==> src/rtl/vc_arbiter_rr_pkg.sv <==
// Shared definitions for the weighted round-robin VC drain scheduler.
package vc_arbiter_rr_pkg;

  localparam int NUM_VC   = 4;
  localparam int VC_IDX_W = 2;

  typedef enum logic [1:0] {
    IDLE    = 2'd0,
    SERVE   = 2'd1,
    STALL   = 2'd2,
    ILLEGAL = 2'd3
  } arb_state_t;

  function automatic logic [NUM_VC-1:0] vc_onehot(input logic [VC_IDX_W-1:0] idx);
    logic [NUM_VC-1:0] oh;
    oh      = '0;
    oh[idx] = 1'b1;
    return oh;
  endfunction

endpackage

==> src/rtl/vc_arbiter_rr_rr_next_sel.sv <==
// Rotating priority pick: first non-empty VC after curr, wrapping back to curr itself.
module rr_next_sel
  import vc_arbiter_rr_pkg::*;
(
  input  logic [VC_IDX_W-1:0] curr,
  input  logic [NUM_VC-1:0]   nonempty,
  output logic [VC_IDX_W-1:0] next_idx,
  output logic                found
);

  logic [VC_IDX_W-1:0] cand;

  // Scan farthest-first so the nearest candidate overwrites the rest.
  always_comb begin
    next_idx = curr;
    cand     = curr;
    found    = |nonempty;
    for (int k = NUM_VC; k >= 1; k--) begin
      cand = curr + VC_IDX_W'(k);
      if (nonempty[cand]) next_idx = cand;
    end
  end

endmodule

==> src/rtl/vc_arbiter_rr.sv <==
// Weighted round-robin drain of four VC FIFOs into one destination FIFO, one pop per cycle.
// Pop strobe is combinational; the destination write is registered one cycle later.
module vc_arbiter_rr
  import vc_arbiter_rr_pkg::*;
#(
  parameter int DATA_WIDTH = 6,
  parameter int WEIGHT_W   = 3
) (
  input  logic                         clk,
  input  logic                         reset,
  input  logic                         active_in,
  input  logic                         cfg_load,
  input  logic [NUM_VC*WEIGHT_W-1:0]   weights,
  input  logic [NUM_VC-1:0]            vc_empty,
  input  logic [NUM_VC*DATA_WIDTH-1:0] vc_data,
  input  logic                         dest_almost_full,
  output logic [NUM_VC-1:0]            vc_pop,
  output logic                         dest_push,
  output logic [DATA_WIDTH-1:0]        dest_data,
  output logic [VC_IDX_W-1:0]          grant,
  output logic [1:0]                   arb_state
);

  arb_state_t          state, state_nxt;
  logic [VC_IDX_W-1:0] curr, rr_idx, sel;
  logic [WEIGHT_W-1:0] burst_cnt, burst_nxt, w_curr;
  logic [WEIGHT_W-1:0] weight_q [NUM_VC];
  logic [NUM_VC-1:0]   nonempty;
  logic                any_ne, cont, pop_ok;

  assign nonempty  = ~vc_empty;
  assign arb_state = state;

  rr_next_sel u_next_sel (
    .curr     (curr),
    .nonempty (nonempty),
    .next_idx (rr_idx),
    .found    (any_ne)
  );

  // A zero burst count means no burst is open, so reset (curr=3) hands VC0 the first grant.
  always_comb begin
    w_curr    = (weight_q[curr] == '0) ? WEIGHT_W'(1) : weight_q[curr];
    cont      = !vc_empty[curr] && (burst_cnt != '0) && (burst_cnt < w_curr);
    sel       = cont ? curr : rr_idx;
    burst_nxt = WEIGHT_W'(1);
    if (cont) burst_nxt = (burst_cnt == '1) ? burst_cnt : burst_cnt + WEIGHT_W'(1);
  end

  always_ff @(posedge clk) begin
    if (reset) state <= IDLE;
    else       state <= state_nxt;
  end

  always_comb begin
    state_nxt = state;
    case (state)
      IDLE: begin
        if (active_in && any_ne) state_nxt = dest_almost_full ? STALL : SERVE;
      end
      SERVE: begin
        if (!active_in || !any_ne) state_nxt = IDLE;
        else if (dest_almost_full) state_nxt = STALL;
      end
      STALL: begin
        if (!active_in)                         state_nxt = IDLE;
        else if (!dest_almost_full && any_ne)   state_nxt = SERVE;
      end
      default: state_nxt = IDLE;
    endcase
  end

  // Pops are held off while reset is applied so no FIFO word is lost.
  always_comb begin
    pop_ok = !reset && active_in && !dest_almost_full && any_ne &&
             ((state == SERVE) || (state_nxt == SERVE));
    vc_pop = pop_ok ? vc_onehot(sel) : '0;
  end

  always_ff @(posedge clk) begin
    if (reset) begin
      curr      <= VC_IDX_W'(NUM_VC - 1);
      burst_cnt <= '0;
      dest_push <= 1'b0;
      dest_data <= '0;
      grant     <= '0;
      for (int i = 0; i < NUM_VC; i++) weight_q[i] <= WEIGHT_W'(1);
    end else begin
      dest_push <= pop_ok;
      if (pop_ok) begin
        curr      <= sel;
        burst_cnt <= burst_nxt;
        grant     <= sel;
        dest_data <= vc_data[sel*DATA_WIDTH +: DATA_WIDTH];
      end else if (!active_in) begin
        burst_cnt <= '0;
      end
      if (cfg_load && (state == IDLE)) begin
        for (int i = 0; i < NUM_VC; i++) weight_q[i] <= weights[i*WEIGHT_W +: WEIGHT_W];
      end
    end
  end

endmodule

==> config.mk <==
export PLATFORM = sky130hd
export DESIGN_NAME = vc_arbiter_rr
export DESIGN_NICKNAME = d
export VERILOG_FILES = /design/src/rtl/vc_arbiter_rr_pkg.sv /design/src/rtl/vc_arbiter_rr_rr_next_sel.sv /design/src/rtl/vc_arbiter_rr.sv
export SDC_FILE = /design/constraint.sdc
export NUM_CORES = 1
export LEC_CHECK = 0
export CAP_MARGIN = 25
export CORE_MARGIN = 5
export CORE_UTILIZATION = 48
export CTS_CLUSTER_DIAMETER = 120
export CTS_CLUSTER_SIZE = 30
export DETAILED_ROUTE_END_ITERATION = 6
export PLACE_DENSITY = 0.9
export REMOVE_ABC_BUFFERS = 1
export SYNTH_ARGS = -nofsm -noshare
export SYNTH_HDL_FRONTEND = slang
export SYNTH_SLANG_ARGS = --single-unit
==> constraint.sdc <==
create_clock -name clk -period 9.2 [get_ports clk]
set_clock_uncertainty 0.05 [all_clocks]
set_input_delay 1.84 -clock clk [delete_from_list [all_inputs] [get_ports clk]]
set_output_delay 1.84 -clock clk [all_outputs]
set_load 0.03 [all_outputs]
==> impl_metrics.env <==
export IMPL_wirelength_um=4180
export IMPL_use_met2_pct=31.5
export IMPL_gp_congestion=0.767
export IMPL_syn_to_final_growth_pct=40.6
export IMPL_synthCells=151
export IMPL_end_kind="primary output"
export IMPL_htreeDepth=2
export IMPL_vias=1405
export IMPL_crit_arrival_ns=4.94
export IMPL_rsz0062_at_grt="no"
export IMPL_synth_seq_area_share_pct=43.8
export IMPL_hp_class="register to register"
export IMPL_grt_start_max_net_pins=18
export IMPL_drt_iter0_drc=79
export IMPL_ys_warn_count=0
export IMPL_worst_path_most_repeated_cell="clkdlybuf4s50_1"
export IMPL_crit_chain="clkdlybuf4s50_1, nor2b_1, mux4_2, or4_4, o2111ai_4, and2_1, clkdlybuf4s50_1"
export IMPL_start_util_pct=49.3
export IMPL_syn_area_per_cell_um2=10.9
export IMPL_whs_endpoint="dest_data[0]$_SDFFE_PP0P_"
export IMPL_final_util_pct=69.3
export IMPL_power_density_nw_per_um2=138
export IMPL_fin_crit_sh_pct=74.2
export IMPL_startpoint="vc_empty[1]"
export IMPL_die_x_um=68.5
export IMPL_path_clk_slew_ns=0.10
export IMPL_postCtsSetupRepairBufs=0
export IMPL_internal_power_w=0.000222
export IMPL_cts_buffers=5
export IMPL_synth_seq_cells=30
export IMPL_crit_family="buffers and inverters"
export IMPL_grt_pass1_wl_um=6350
export IMPL_grt_pass1_vias=1396
export IMPL_fillers=268
export IMPL_overflow=0
export IMPL_crit_fanout=17
export IMPL_ios=60
export IMPL_p_sw_w=0.0000960
export IMPL_drc_errors=0
export IMPL_dp_cells=252
export IMPL_startpoint_type="primary input"
export IMPL_netlist_area_um2=1640
export IMPL_grt_busiest_layer="met2"
export IMPL_n_antenna_cell=0
export IMPL_worstPathRequired_ns=7.31
export IMPL_max_slew_margin_pct=46.4
export IMPL_slowest_stage="clkdlybuf4s50_1"
export IMPL_drt_first_pass_iters=4
export IMPL_hold_ws_ns=0.426
export IMPL_tns_ns=0
export IMPL_cts_sinks=30
export IMPL_drive_above_1_share_pct=9.81
export IMPL_setup_violations=0
export IMPL_synth_edf_count=12
export IMPL_antenna_found_initial=0
export IMPL_crit_type="primary input to primary output"
export IMPL_design_core_area_um2=3340
export IMPL_met1_usage_pct=23.4
export IMPL_fin_cells=260
export IMPL_drv_slew=0
export IMPL_io_buffers=59
export IMPL_grt_usage_pct=18.7
export IMPL_synth_ff_type="dfxtp_1"
export IMPL_die_area_um2=4700
export IMPL_hold_viol_final=0
export IMPL_whs_path_depth=2
export IMPL_max_cap_violations=0
export IMPL_clkPwrFrac_pct=23.7
export IMPL_hold_buffers=0
export IMPL_die_height_um=68.5
export IMPL_hp_start="dest_data[0]$_SDFFE_PP0P_"
export IMPL_status="finished clean"
export IMPL_clock_latency_ns=0.33
export IMPL_rows=21
export IMPL_p_sw_share_pct=30.1
export IMPL_drtAntennaViolNets=0
export IMPL_clock_root_buffer="clkbuf_4"
export IMPL_drt_vias_per_instance=5.40
export IMPL_async_flop_share_pct=0
export IMPL_cp_depth=7
export IMPL_wl_per_cell_um=16.1
export IMPL_clockBufferDepth=2
export IMPL_path_buf_inv=2
export IMPL_cts_tree="built"
export IMPL_r2r_end="dest_data[2]$_SDFFE_PP0P_"
export IMPL_critPathMaxStageDelay_ns=0.68
export IMPL_vdd_drop_max_mv=0.0932
export IMPL_total_power_w=0.000318
export IMPL_period_minus_slack_ns=6.83
export IMPL_seq_power_share_pct=48.3
export IMPL_cts_resized_gates=0
export IMPL_tightest_slew_ns=0.796
export IMPL_use_met3_pct=4.38
export IMPL_synth_cell_type_count=35
export IMPL_p_leak_nw=0.890
export IMPL_power_frac_comb_pct=28.0
export IMPL_r2r_slack_ns=5.95
export IMPL_hpwl_um=3310
export IMPL_fmax_mhz=146
export IMPL_finalNetCount=263
export IMPL_reg2reg_depth=8
[cell usage after synthesis (5+ instances only)]
cell / instances / area, um2
o221ai_1: 5 / 43.8
mux4_2: 5 / 113
dfxtp_1: 18 / 360
or3_1: 5 / 31.3
nor2_1: 11 / 41.3
inv_1: 9 / 33.8
and2_1: 13 / 81.3
o21ai_0: 8 / 40.0
ha_1: 5 / 62.6
edfxtp_1: 12 / 360
mux2i_1: 12 / 120
nand2_1: 11 / 41.3
[power by group through the flow]
| stage | clock network, W | registers, W | logic (W) |
|---|---|---|---|
| 2_1_floorplan | 0 | 0.000163 | 0.0000441 |
| 3_3_place_gp | 0 | 0.000157 | 0.0000865 |
| 3_5_place_dp | 0 | 0.000157 | 0.0000888 |
| 4_1_cts | 0.0000775 | 0.000154 | 0.0000896 |
| 5_1_grt | 0.0000830 | 0.000155 | 0.0000957 |
| 6_report | 0.0000754 | 0.000154 | 0.0000892 |
[cells in the final DEF, fill, tap and decap left out, drive strengths merged]
master         instances
a2111oi                1
a21o                   1
a21oi                  4
a221oi                 1
a31o                   1
a32o                   1
a32oi                  2
a41oi                  1
and2                  13
and3                   1
clkbuf                 5
clkdlybuf4s50         59
clkinv                 2
clkinvlp               1
dfxtp                 18
edfxtp                12
ha                     5
inv                   10
mux2i                 12
mux4                   5
nand2                 11
nand3                  4
nand4                  1
nor2                  11
nor2b                  5
nor3                   4
o2111ai                2
o21a                   1
o21ai                  8
o221ai                 5
o311a                  1
or3                    5
or4                    1
[stage by stage]
step                setup WS, ns  area, um2
finish                      2.37       2310
global route                2.18       2310
CTS                         2.38       2310
detailed placement          2.39       2260
global placement            2.44       2260
floorplan                   3.60       1610
[flip-flops by register name (all words and copies together), names as in the netlist, named ones only]
signal and count:
dest_data 6, arb_state 2, burst_cnt 3, grant 2
dest_push 1, curr 2, weight_q 12
[layer usage]
layer | part of all wire, % | vias up
met1 | 41 | 668
met2 | 52 | 44
met5 | 0 | -
met4 | 1.4 | 0
li1 | - | 687
met3 | 5.3 | 6
[cells by family after synthesis]
| family | after synthesis | share of synthesized area (%) |
|---|---|---|
| compound gates | 29 | 16.0 |
| simple gates | 56 | 17.9 |
| fa+ha+maj | 5 | 3.81 |
| mux | 17 | 14.2 |
| flops | 30 | 43.8 |
| buf+inv | 14 | 4.34 |
[worst reg2reg max path, cell delays in order, from the launching register on]
cell	delay, ns
dfxtp_1	0.43
mux4_2	0.55
inv_1	0.07
ha_1	0.27
a2111oi_4	0.44
o311a_4	0.33
nor3_1	0.08
o21ai_0	0.65
o221ai_1	0.23
[worst max-delay path by stage]
| stage | to | slack (ns) |
|---|---|---|
| 6_report | vc_pop[1] | 2.37 |
| 5_1_grt | vc_pop[2] | 2.18 |
| 4_1_cts | vc_pop[1] | 2.38 |
| 3_5_place_dp | vc_pop[1] | 2.39 |
| 3_3_place_gp | vc_pop[1] | 2.44 |
| 2_1_floorplan | vc_pop[1] | 3.60 |
[final cells by class]
| class | count | area (um2) | area share (%) |
|---|---|---|---|
| Sequential cell | 30 | 721 | 31.2 |
| Tap cell | 46 | 57.6 | 2.49 |
| Inverter | 10 | 37.5 | 1.62 |
| Clock inverter | 3 | 16.3 | 0.703 |
| Clock buffer | 5 | 37.5 | 1.62 |
| Multi-Input combinational cell | 107 | 852 | 36.9 |
| Timing Repair Buffer | 59 | 591 | 25.5 |
No activity file was read; power rests on OpenSTA's default activity.
